`src/rtl/wb_arbiter.sv`:
```
// Writeback arbiter: merges load and execute results into one register-file write per cycle.
// Load wins collisions; execute results that lose are parked in a small FIFO that drains ahead of new execute traffic.
module wb_arbiter #(
    parameter int ADDR_WIDTH = 5,
    parameter int DATA_WIDTH = 64,
    parameter int FIFO_DEPTH = 2
) (
    input  logic                  clk,
    input  logic                  rst,
    input  logic                  ex_valid,
    output logic                  ex_ready,
    input  logic [ADDR_WIDTH-1:0] ex_rd,
    input  logic [DATA_WIDTH-1:0] ex_data,
    input  logic                  ld_valid,
    output logic                  ld_ready,
    input  logic [ADDR_WIDTH-1:0] ld_rd,
    input  logic [2:0]            ld_funct3,
    input  logic [DATA_WIDTH-1:0] ld_data,
    output logic                  rf_wen,
    output logic [ADDR_WIDTH-1:0] rf_rd,
    output logic [DATA_WIDTH-1:0] rf_data
);

    localparam int PTR_W = (FIFO_DEPTH > 1) ? $clog2(FIFO_DEPTH) : 1;
    localparam int CNT_W = PTR_W + 1;

    logic [ADDR_WIDTH-1:0] fifo_rd   [FIFO_DEPTH];
    logic [DATA_WIDTH-1:0] fifo_data [FIFO_DEPTH];
    logic [PTR_W-1:0]      wr_ptr, rd_ptr;
    logic [CNT_W-1:0]      count;

    logic                  full, empty;
    logic                  ld_fire, ex_fire;
    logic                  enq, deq;
    logic                  win;
    logic [ADDR_WIDTH-1:0] win_rd;
    logic [DATA_WIDTH-1:0] win_data;
    logic [DATA_WIDTH-1:0] ld_ext;

    assign full     = (count == CNT_W'(FIFO_DEPTH));
    assign empty    = (count == '0);
    assign ex_ready = !full;
    assign ld_ready = !full;
    assign ld_fire  = ld_valid && ld_ready;
    assign ex_fire  = ex_valid && ex_ready;

    // A firing execute request only bypasses the FIFO when nothing else competes.
    assign deq = !ld_fire && !empty;
    assign enq = ex_fire && (ld_fire || !empty);

    always_comb begin
        ld_ext = ld_data;
        case (ld_funct3)
            3'b000: ld_ext = {{(DATA_WIDTH-8){ld_data[7]}}, ld_data[7:0]};
            3'b001: ld_ext = {{(DATA_WIDTH-16){ld_data[15]}}, ld_data[15:0]};
            3'b010: ld_ext = {{(DATA_WIDTH-32){ld_data[31]}}, ld_data[31:0]};
            3'b100: ld_ext = {{(DATA_WIDTH-8){1'b0}}, ld_data[7:0]};
            3'b101: ld_ext = {{(DATA_WIDTH-16){1'b0}}, ld_data[15:0]};
            3'b110: ld_ext = {{(DATA_WIDTH-32){1'b0}}, ld_data[31:0]};
            default: ld_ext = ld_data;
        endcase
    end

    always_comb begin
        win      = 1'b0;
        win_rd   = '0;
        win_data = '0;
        if (ld_fire) begin
            win      = 1'b1;
            win_rd   = ld_rd;
            win_data = ld_ext;
        end else if (!empty) begin
            win      = 1'b1;
            win_rd   = fifo_rd[rd_ptr];
            win_data = fifo_data[rd_ptr];
        end else if (ex_fire) begin
            win      = 1'b1;
            win_rd   = ex_rd;
            win_data = ex_data;
        end
    end

    always_ff @(posedge clk or posedge rst) begin
        if (rst) begin
            count  <= '0;
            wr_ptr <= '0;
            rd_ptr <= '0;
        end else begin
            if (enq) wr_ptr <= wr_ptr + PTR_W'(1);
            if (deq) rd_ptr <= rd_ptr + PTR_W'(1);
            case ({enq, deq})
                2'b10:   count <= count + CNT_W'(1);
                2'b01:   count <= count - CNT_W'(1);
                default: count <= count;
            endcase
        end
    end

    // Storage needs no reset: the count alone decides which entries are live.
    always_ff @(posedge clk) begin
        if (enq) begin
            fifo_rd[wr_ptr]   <= ex_rd;
            fifo_data[wr_ptr] <= ex_data;
        end
    end

    // x0 winners are consumed but never written; rd/data hold across idle cycles.
    always_ff @(posedge clk or posedge rst) begin
        if (rst) begin
            rf_wen  <= 1'b0;
            rf_rd   <= '0;
            rf_data <= '0;
        end else begin
            rf_wen <= win && (win_rd != '0);
            if (win && (win_rd != '0)) begin
                rf_rd   <= win_rd;
                rf_data <= win_data;
            end
        end
    end

endmodule
```
`config.mk`:
```
export PLATFORM = sky130hd
export DESIGN_NAME = wb_arbiter
export DESIGN_NICKNAME = d
export VERILOG_FILES = /design/src/rtl/wb_arbiter.sv
export SDC_FILE = /design/constraint.sdc
export NUM_CORES = 1
export LEC_CHECK = 0
export BUFFER_PORTS_ARGS = -buffer_cell sky130_fd_sc_hd__buf_4
export CAP_MARGIN = 25
export CORE_ASPECT_RATIO = 0.75
export CORE_MARGIN = 2
export CORE_UTILIZATION = 52
export CTS_CLUSTER_SIZE = 12
export DETAILED_ROUTE_END_ITERATION = 6
export PLACE_DENSITY = 0.78
export SLEW_MARGIN = 25
export SYNTH_ARGS = -nofsm -noshare
export SYNTH_HDL_FRONTEND = slang
export SYNTH_SLANG_ARGS = --single-unit
export TNS_END_PERCENT = 50
```
`constraint.sdc`:
```
create_clock -name clk -period 8.15 [get_ports clk]
set_clock_uncertainty 0.1 [all_clocks]
set_input_delay 1.2225 -clock clk [delete_from_list [all_inputs] [get_ports clk]]
set_output_delay 1.2225 -clock clk [all_outputs]
set_load 0.1 [all_outputs]
```
==> results of run 1 <==
==> power groups by stage <==
stage / logic, mW / clock network (mW) / registers (mW)
after global placement: 2.66 / 0 / 1.70
final: 2.71 / 0.893 / 1.70
after floorplan: 1.01 / 0 / 2.82
after detailed placement: 2.71 / 0 / 1.71
after global routing: 2.82 / 0.956 / 1.73
after CTS: 2.71 / 0.908 / 1.70
==> cells in the mapped netlist, types with 5 or more instances <==
cell type and n:
o21ai_0 19, buf_1 7, inv_1 5, buf_2 10, a21oi_1 56, edfxtp_1 138, dfrtp_1 74, buf_6 5
nor2_1 5, a221o_1 8, a22oi_1 8, clkbuf_1 29, mux2i_1 61, o221ai_1 48, mux2_4 16, nand2_1 49
mux2_2 56
==> cell type report <==
| cell class | instances | area share |
|---|---|---|
| clock buffer | 37 | 0.0521 |
| inverter | 6 | 0.00204 |
| tap | 242 | 0.0260 |
| multi-input combinational | 362 | 0.256 |
| clock inverter | 2 | 0.00215 |
| sequential | 212 | 0.515 |
| timing repair buffer | 225 | 0.146 |
==> cells by family (layout without fill, tap and decap cells) <==
kind of cell | Yosys count | after routing | share of synthesized area
buf+inv | 60 | 270 | 0.0319
fa+ha+maj | 1 | 1 | 0.00136
xor+xnor | 5 | 5 | 0.00475
simple gates | 68 | 68 | 0.0353
mux | 133 | 133 | 0.161
compound gates | 155 | 155 | 0.115
flops | 212 | 212 | 0.651
==> cell usage in the layout (no fill, tap or decap), types with 2 or more instances in the layout <==
cell type  netlist  routed
o21bai_1         3       3
and2_1           3       2
clkbuf_1        29      15
nand2_1         49      48
o21ai_0         19      19
mux2_2          56      56
mux2_4          16      16
edfxtp_1       138     138
o21ai_1          2       2
a21o_1           2       2
xnor2_1          4       4
a22oi_1          8       8
a32oi_1          4       4
o221ai_1        48      48
inv_1            5       4
o21ai_2          2       2
a221o_1          8       8
buf_4            2     223
a21oi_1         56      56
nor2_1           5       2
clkbuf_16        0      22
mux2i_1         61      61
nand2b_1         3       2
nor2_4           0       3
nand2b_4         1       2
dfrtp_1         74      73
==> path summary, 6_finish.rpt <==
path                               end
min reg2reg                   rf_rd[1]
max                        rf_data[18]
max reg2reg                rf_data[18]
max in group asynchronous       rd_ptr
min in group asynchronous  rf_data[34]
min                           rf_rd[1]
==> metal layers <==
| layer | routed length [um] | global-route usage | vias up |
|---|---|---|---|
| li1 | - | - | 2835 |
| met2 | 10700 | 0.391 | 281 |
| met3 | 2080 | 0.0597 | 36 |
| met4 | 388 | 0.0545 | 0 |
| met5 | 0 | 0 | - |
| met1 | 9200 | 0.318 | 3098 |
==> flip-flops by register name, indices dropped and copies added, names as in the netlist <==
signal and flops:
rf_rd 5, rf_wen 1, fifo_rd 10, wr_ptr 1, rd_ptr 1, rf_data 64
fifo_data 128, count 2
==> critical path: stages <==
cell and delay [ns]:
buf_4 0.15, nand2b_1 0.11, and2_2 0.13, buf_4 0.55, o21ai_1 0.25, nor4_4 0.36
nand2b_4 0.36, buf_12 0.32, mux2_2 0.31
==> results.yml, run 1 <==
global_route:
  grt_overflow: 0
  antenna_found_initial: 0
  grt_pass1_wl_um: 34600
  grt_max_degree: 75
  track_usage: 0.237
  grt_pass1_vias: 6529
routing:
  routed-via-count: 6250
  ant_nets: 0
  vias_per_cell: 5.76
  wire_per_inst_um: 20.6
  first_pass_iters: 4
  wl_um: 22300
  route.detailed.drc: 0
  drtIter0Drc: 441
power_and_ir_drop:
  irDropWorstVdd_mv: 0.377
  clkPwrFrac: 0.169
  powerDensity_nw_per_um2: 455
  leakagePower_nw: 4.76
  internal_power_mw: 2.81
  pwr-share-comb: 0.511
  power.total_mw: 5.30
  seq_power_share: 0.320
  p_sw_mw: 2.49
  swShare: 0.470
die:
  num_io_pins: 217
  core_um2: 17500
  die_h_um: 119
  initial_core_util: 0.527
  die_width_um: 158
  rows: 42
  die_area_um2: 18800
layout:
  nets: 975
  finish.utilization: 0.665
  layout-drive-gt1-share: 0.399
  seqCellArea_um2: 6000
  n_antenna_cell: 0
  syn_to_final_growth_pct: 26.3
  design_area_um2: 11600
  multi_input_area_um2: 2980
  fillers: 1246
  fin_cells: 1086
logic_synthesis:
  netlist_instances: 634
  ys_warn_count: 0
  yosys.area.top_type: "edfxtp_1"
  synth-seq-cells: 212
  async_flop_share: 0.349
  synth.top_cell.area_share: 0.450
  yosysSeqAreaShare: 0.651
  synth_edf_count: 138
  yosysUniqueCellTypes: 41
  syn-num-nets: 780
  avgSynthCellArea_um2: 14.5
  syn_area_um2: 9220
  synth_area_leaders: "edfxtp_1 (45%), dfrtp_1 (20%), mux2_2 (6.8%)"
  synth_top_flop_cell: "edfxtp_1"
cts:
  ctsRootBufferMaster: "clkbuf_16"
  clkSinkCount: 212
  clkTransAtPathRegs_ns: 0.06
  ctsHtreeMaxLevel: 1
  cts_hold_buf: 0
  cts_buffer_depth: 3
  clkLatencyLatePin_ns: 0.50
  cts-buffers-inserted: 22
  tritoncts: "yes"
  cts.repair.resized: 0
  post_cts_buffers: 0
place:
  io_buffers: 216
  dp_hpwl_um: 14000
  gp_congestion: 0.829
  dp_cells: 1046
  place_ws_ns: 3.91
  placed_cell_area_um2: 11000
worst_setup_path:
  start_kind: "input pin"
  crit_path_max_fanout: 62
  worstRegToRegCells: 8
  arrival_ns: 3.84
  ff2ff_setup_slack_ns: 4.76
  end_kind: "flip-flop"
  rr_startpoint: "count[0]"
  cp_data_required_time_ns: 8.43
  worstSetupPathType: "in -> reg"
  cp-startpoint: "ld_valid"
min_path:
  min-delay-start: "rf_rd[1]"
  hold_depth: 1
  hold_path.class: "reg -> reg"
timing:
  rsz0062_at_grt: "no"
  finalHoldViolCount: 0
  fin_tns_setup_ns: 0
  finalCriticalPeriod_ns: 3.55
  timing.final.ws_setup_ns: 4.60
  setup_viol_count_final: 0
  fin_crit_sh: 0.436
  max_freq_mhz: 281
  worstMarginPinSlew_ns: 0.997
  hold_ws_ns: 0.382
  slew_viol_final: 0
  slew_headroom: 0.335
run_status:
  status: "completed"
job:
  maxCapViolations: 0
(Power assumes the default switching activity.)
==> inputs of run 2 (changes only) <==
--- a/config.mk
+++ b/config.mk
@@ -9,10 +9,10 @@
 export CAP_MARGIN = 25
 export CORE_ASPECT_RATIO = 0.75
 export CORE_MARGIN = 2
-export CORE_UTILIZATION = 52
+export CORE_UTILIZATION = 49
 export CTS_CLUSTER_SIZE = 12
 export DETAILED_ROUTE_END_ITERATION = 6
-export PLACE_DENSITY = 0.78
+export PLACE_DENSITY = 0.77
 export SLEW_MARGIN = 25
 export SYNTH_ARGS = -nofsm -noshare
 export SYNTH_HDL_FRONTEND = slang
==> constraint.sdc (replaced) <==
create_clock -name clk -period 2.9 [get_ports clk]
set_clock_uncertainty 0.1 [all_clocks]
set_input_delay 0.435 -clock clk [delete_from_list [all_inputs] [get_ports clk]]
set_output_delay 0.435 -clock clk [all_outputs]
set_load 0.1 [all_outputs]
==> run 2 against run 1 <==
Against the previous run:
- worst hold slack lost 0.35 ns
- core utilization shrank 2.8 points
- total power grew to 2.8 times the previous value
- worst setup slack lost 4.4 ns
- first-iteration DRC count grew 13%
- sequential power grew to 2.8 times the previous value
- final area grew 0.97%
- via count grew 1.6%
- critical path depth shrank 2
- non-clock buffer count grew 8
- flip-flop and latch count is the same
- routed wire length grew 4.9%
==> results.yml, run 2 (same netlist as run 1, synthesis figures left out) <==
global_route:
  grt_max_degree: 70
  grt_overflow: 0
  grt_pass1_vias: 6523
  grt_pass1_wl_um: 36100
  antenna_found_initial: 0
  track_usage: 0.234
routing:
  routed-via-count: 6349
  route.detailed.drc: 0
  wl_um: 23400
  wire_per_inst_um: 21.3
  first_pass_iters: 5
  vias_per_cell: 5.78
  drtIter0Drc: 499
  ant_nets: 0
place:
  place_ws_ns: 0.261
  dp_hpwl_um: 15100
  io_buffers: 216
  gp_congestion: 0.865
  placed_cell_area_um2: 11100
  dp_cells: 1059
worst_setup_path:
  end_kind: "flip-flop"
  ff2ff_setup_slack_ns: 0.21
  worstSetupPathType: "reg -> reg"
  crit_path_max_fanout: 18
  worstRegToRegCells: 7
  arrival_ns: 2.99
  cp_data_required_time_ns: 3.21
  start_kind: "flip-flop"
power_and_ir_drop:
  p_sw_mw: 7.08
  clkPwrFrac: 0.170
  pwr-share-comb: 0.519
  internal_power_mw: 8.01
  irDropWorstVdd_mv: 1.19
  leakagePower_nw: 4.83
  power.total_mw: 15.1
  swShare: 0.469
  seq_power_share: 0.311
  powerDensity_nw_per_um2: 1280
timing:
  fin_crit_sh: 0.926
  setup_viol_count_final: 0
  finalCriticalPeriod_ns: 2.69
  timing.final.ws_setup_ns: 0.213
  slew_headroom: 0.365
  finalHoldViolCount: 0
  rsz0062_at_grt: "no"
  slew_viol_final: 0
  max_freq_mhz: 372
  worstMarginPinSlew_ns: 0.951
layout:
  syn_to_final_growth_pct: 27.6
  layout_common_cells: "buf_4 (227), edfxtp_1 (138), dfrtp_1 (73), mux2i_1 (61)"
  reg_top3: "fifo_data (128), rf_data (64), fifo_rd (10)"
  nets: 983
  largest_reg_flops: 128
  design_area_um2: 11800
  finish.utilization: 0.637
  n_antenna_cell: 0
  fin_cells: 1098
  final_common_cell: "buf_4"
  fillers: 1373
  layout-drive-gt1-share: 0.407
  multi_input_area_um2: 2970
  seqCellArea_um2: 6000
  largest_register: "fifo_data"
die:
  rows: 43
  die_h_um: 123
  core_um2: 18500
  initial_core_util: 0.499
  num_io_pins: 217
  die_width_um: 162
  die_area_um2: 19900
cts:
  ctsRootBufferMaster: "clkbuf_16"
  tritoncts: "yes"
  cts_buffer_depth: 3
  clkSinkCount: 212
  cts.repair.resized: 0
  clkTransAtPathRegs_ns: 0.06
  cts-buffers-inserted: 22
  ctsHtreeMaxLevel: 1
  clkLatencyLatePin_ns: 0.49
min_path:
  hold_depth: 1
  hold_path.class: "in -> reg"
job:
  maxCapViolations: 0
run_status:
  status: "completed"
## run 2: changes by cell type in the layout (fill, tap and decap cells not counted), moves of 2 or more
cell | before | now
buf_12 | 1 | 4
buf_4 | 223 | 227
clkbuf_1 | 15 | 12
clkinv_2 | 1 | 3
## run 2: stage by stage
step           hold WS (ns)  TNS [ns]
2_1_floorplan         0.386    -53.18
3_3_place_gp          0.394         0
3_5_place_dp          0.396         0
4_1_cts              0.0165         0
5_1_grt              0.0168         0
6_report             0.0349         0
## run 2: what timing repair did
action / 4_1_cts / 5_1_grt
buffers inserted: 0 / 0
hold endpoints to repair: 34 / 0
setup endpoints to repair: 0 / 0
hold buffers: 1 / 0
## run 2: final timing paths
kind,startpoint,endpoint
worst min-delay path,ex_data[17],fifo_data[0][17]
worst max-delay path,count[0],count[1]
max in group asynchronous,rst,rd_ptr
min in group asynchronous,rst,rf_data[36]
worst min register to register,rf_data[37],rf_data[37]
worst max register to register,count[0],count[1]
## run 2: final cells by class
type                       count  area share
clock buffer                  36      0.0540
inverter                       6     0.00202
multi-input combinational    362       0.253
sequential                   212       0.510
clock inverter                 2    0.000851
timing repair buffer         233       0.154
tap                          247      0.0263
## run 2: worst max-delay path, cell delays in order, from the launching register on
cell and delay (ns):
dfrtp_1 0.53, nand2b_4 0.26, and2_2 0.27, buf_4 0.31, clkinv_1 0.37, ha_1 0.43
nor2_1 0.16, xor2_1 0.17
## run 2: layer usage
metal / global-route usage / wire, um
met5: 0 / 0
met1: 0.319 / 9810
met2: 0.376 / 10900
met3: 0.0639 / 2260
met4: 0.0647 / 439
## run 2: power groups by stage
stage / Sequential, mW / Combinational [mW] / Clock, mW
global placement: 4.70 / 7.69 / 0
detailed placement: 4.74 / 7.85 / 0
global route: 4.77 / 8.16 / 2.74
floorplan: 7.90 / 2.85 / 0
CTS: 4.70 / 7.86 / 2.62
finish: 4.69 / 7.83 / 2.57
==> inputs of run 3 (changes only) <==
--- a/config.mk
+++ b/config.mk
@@ -5,6 +5,7 @@
 export SDC_FILE = /design/constraint.sdc
 export NUM_CORES = 1
 export LEC_CHECK = 0
+export ABC_AREA = 1
 export BUFFER_PORTS_ARGS = -buffer_cell sky130_fd_sc_hd__buf_4
 export CAP_MARGIN = 25
 export CORE_ASPECT_RATIO = 0.75
@@ -12,7 +13,8 @@
 export CORE_UTILIZATION = 49
 export CTS_CLUSTER_SIZE = 12
 export DETAILED_ROUTE_END_ITERATION = 6
-export PLACE_DENSITY = 0.77
+export PLACE_DENSITY = 0.76
+export RECOVER_POWER = 100
 export SLEW_MARGIN = 25
 export SYNTH_ARGS = -nofsm -noshare
 export SYNTH_HDL_FRONTEND = slang
==> run 3 against run 2 <==
Against the previous run:
- critical path type unchanged
- total power grew 0.86%
- clock-buffer cell count rose by 1
- worst setup slack improved by 0.060 ns
- sequential power about the same
- the run now ends with max-capacitance violations, max-slew violations left
- critical path depth is 4 higher
- routed wire length grew 17%
- synthesized cell count is 64% higher
- final area decreased by 0.69%
- clock power grew 3%
- sequential share of layout area is 0.33 points higher
- die area increased by 5.3%
==> results.yml, run 3 <==
logic_synthesis:
  synth-seq-cells: 212
  syn-num-nets: 1188
  yosys.area.top_type: "edfxtp_1"
  yosysSeqAreaShare: 0.617
  synth_area_leaders: "edfxtp_1 (43%), dfrtp_1 (19%), nand2_1 (16%)"
  synth_common_cells: "nand2_1 (422), edfxtp_1 (138), a21oi_1 (118)"
  ys_warn_count: 0
  netlist_instances: 1042
  synth.most_common_cell: "nand2_1"
  yosysUniqueCellTypes: 29
  async_flop_share: 0.349
  synth_edf_count: 138
  syn_area_um2: 9720
  synth_top_flop_cell: "edfxtp_1"
  avgSynthCellArea_um2: 9.33
  synth.top_cell.area_share: 0.426
min_path:
  hold_path.class: "in -> reg"
  hold_depth: 1
global_route:
  grt_pass1_vias: 8045
  antenna_found_initial: 1
  track_usage: 0.260
  grt_max_degree: 70
  grt_overflow: 0
  grt_pass1_wl_um: 43400
worst_setup_path:
  crit_path_top_delay_cell: "dfrtp_1"
  cp_data_required_time_ns: 3.18
  crit_path_max_fanout: 52
  end_kind: "flip-flop"
  cpPeakStageDelay_ns: 0.45
  cpMostUsedCell: "nand2_1"
  worstRegToRegCells: 11
  critPathBufInv: 3
  path_cells: "inv_1, nand2_4, nand2_4, inv_2, nand2_1, nand3_1, nor2_1, nand3_2, buf_12, nand2_1, nand2_1"
  crit_family: "simple AND/OR/NAND/NOR gates"
  worst-path-stages: 11
  worstSetupPathType: "reg -> reg"
  arrival_ns: 2.90
  start_kind: "flip-flop"
routing:
  ant_nets: 0
  drtIter0Drc: 639
  vias_per_cell: 5.49
  route.detailed.drc: 0
  first_pass_iters: 5
  routed-via-count: 8262
  wire_per_inst_um: 18.2
  wl_um: 27400
timing:
  setup_viol_count_final: 0
  finalHoldViolCount: 0
  finalCriticalPeriod_ns: 2.63
  slew_headroom: -0.0506
  timing.final.ws_setup_ns: 0.273
  hold_ws_ns: 0.0754
  fin_crit_sh: 0.906
  fin_tns_setup_ns: 0
  max_freq_mhz: 381
  worstMarginPinSlew_ns: 1.57
  slew_viol_final: 32
  rsz0062_at_grt: "no"
die:
  core_um2: 19400
  rows: 44
  initial_core_util: 0.502
  die_h_um: 126
  die_area_um2: 21000
  num_io_pins: 217
  die_width_um: 167
place:
  dp_hpwl_um: 17800
  place_ws_ns: 0.334
  io_buffers: 216
  gp_congestion: 0.877
  placed_cell_area_um2: 11600
cts:
  clkSinkCount: 212
  cts_buffer_depth: 3
  clkTransAtPathRegs_ns: 0.06
  clkLatencyLatePin_ns: 0.50
  ctsHtreeMaxLevel: 1
  tritoncts: "yes"
  cts.repair.resized: 0
  ctsRootBufferMaster: "clkbuf_16"
  cts-buffers-inserted: 22
power_and_ir_drop:
  irDropWorstVdd_mv: 0.848
  power.total_mw: 15.2
  powerDensity_nw_per_um2: 1300
  leakagePower_nw: 5.04
run_status:
  status: "finished with violations"
  violations: "max-capacitance violations, max-slew violations"
layout:
  layout-drive-gt1-share: 0.126
  final_common_cell: "nand2_1"
  largest_reg_flops: 128
  syn_to_final_growth_pct: 20.1
  largest_register: "fifo_data"
  reg_top3: "fifo_data (128), rf_data (64), fifo_rd (10)"
  layout_common_cells: "nand2_1 (422), clkbuf_1 (153), edfxtp_1 (138), a21oi_1 (118), nand3_1 (115)"
  design_area_um2: 11700
  nets: 1381
job:
  maxCapViolations: 1
==> run 3: cell count changes in the layout (fill, tap and decap cells not counted), moves of 16 or more <==
cell      change
nand2_1     +374
clkbuf_1    +141
buf_4       -137
nand3_1     +115
a21oi_1      +62
mux2i_1      -59
mux2_2       -56
o221ai_1     -48
mux2_4       -16
==> run 3: path summary, 6_finish.rpt <==
kind | endpoint | startpoint | slack (ns)
worst max-delay path | rf_data[56] | count[0] | 0.27
worst min-delay path | fifo_data[0][25] | ex_data[25] | 0.08
worst max register to register | rf_data[56] | count[0] | 0.27
worst min register to register | rf_data[38] | rf_data[38] | 0.41
max in group asynchronous | rf_data[8] | rst | 0.60
min in group asynchronous | rf_data[49] | rst | 0.75
==> run 3: logic make-up after synthesis <==
logic type      after synthesis  synth area share
compound gates              157            0.0828
xor+xnor                      4           0.00360
fa+ha+maj                     1           0.00129
buf+inv                      91            0.0432
flops                       212             0.617
mux                           2           0.00206
simple gates                575             0.250
==> run 3: final cells by class <==
type | count | area, um2
fill | 1740 | 7700
sequential | 212 | 6000
multi-input combinational | 739 | 3320
timing repair buffer | 241 | 1300
clock buffer | 37 | 658
tap | 253 | 317
inverter | 19 | 72.6
clock inverter | 2 | 10.0
antenna | 1 | 2.50
==> run 3: metrics by stage <==
step,util,instances
after global placement,0.598,1463
final,0.602,1504
after floorplan,-,1042
after CTS,0.633,1503
after detailed placement,0.598,1463
after global routing,0.602,1503
==> run 3: where the power goes <==
part           total (mW)  switching [mW]  internal (mW)
sequential           4.71           0.426           4.28
clock                2.65            1.11           1.54
combinational        7.87            6.47           1.40
total                15.2            8.00           7.22
==> run 3: layer usage <==
metal,global-route usage,vias to the layer above,share of wire
met5,0,-,0
met4,0.0629,0,0.021
met3,0.0588,36,0.090
met2,0.400,385,0.44
met1,0.381,3941,0.44
li1,-,3900,-
==> run 3: worst reg2reg max path: cells and delay by family (launching register included) <==
family | cells | cell delay [ns]
buffers and inverters | 3 | 0.68
DFF | 1 | 0.45
and+or+nand+nor | 8 | 1.28
==> run 3: repair_timing <==
item                                   4_1_cts  5_1_grt
endpoints found under the hold margin       28        0
setup buffers                                0        0
hold buffers                                 1        0
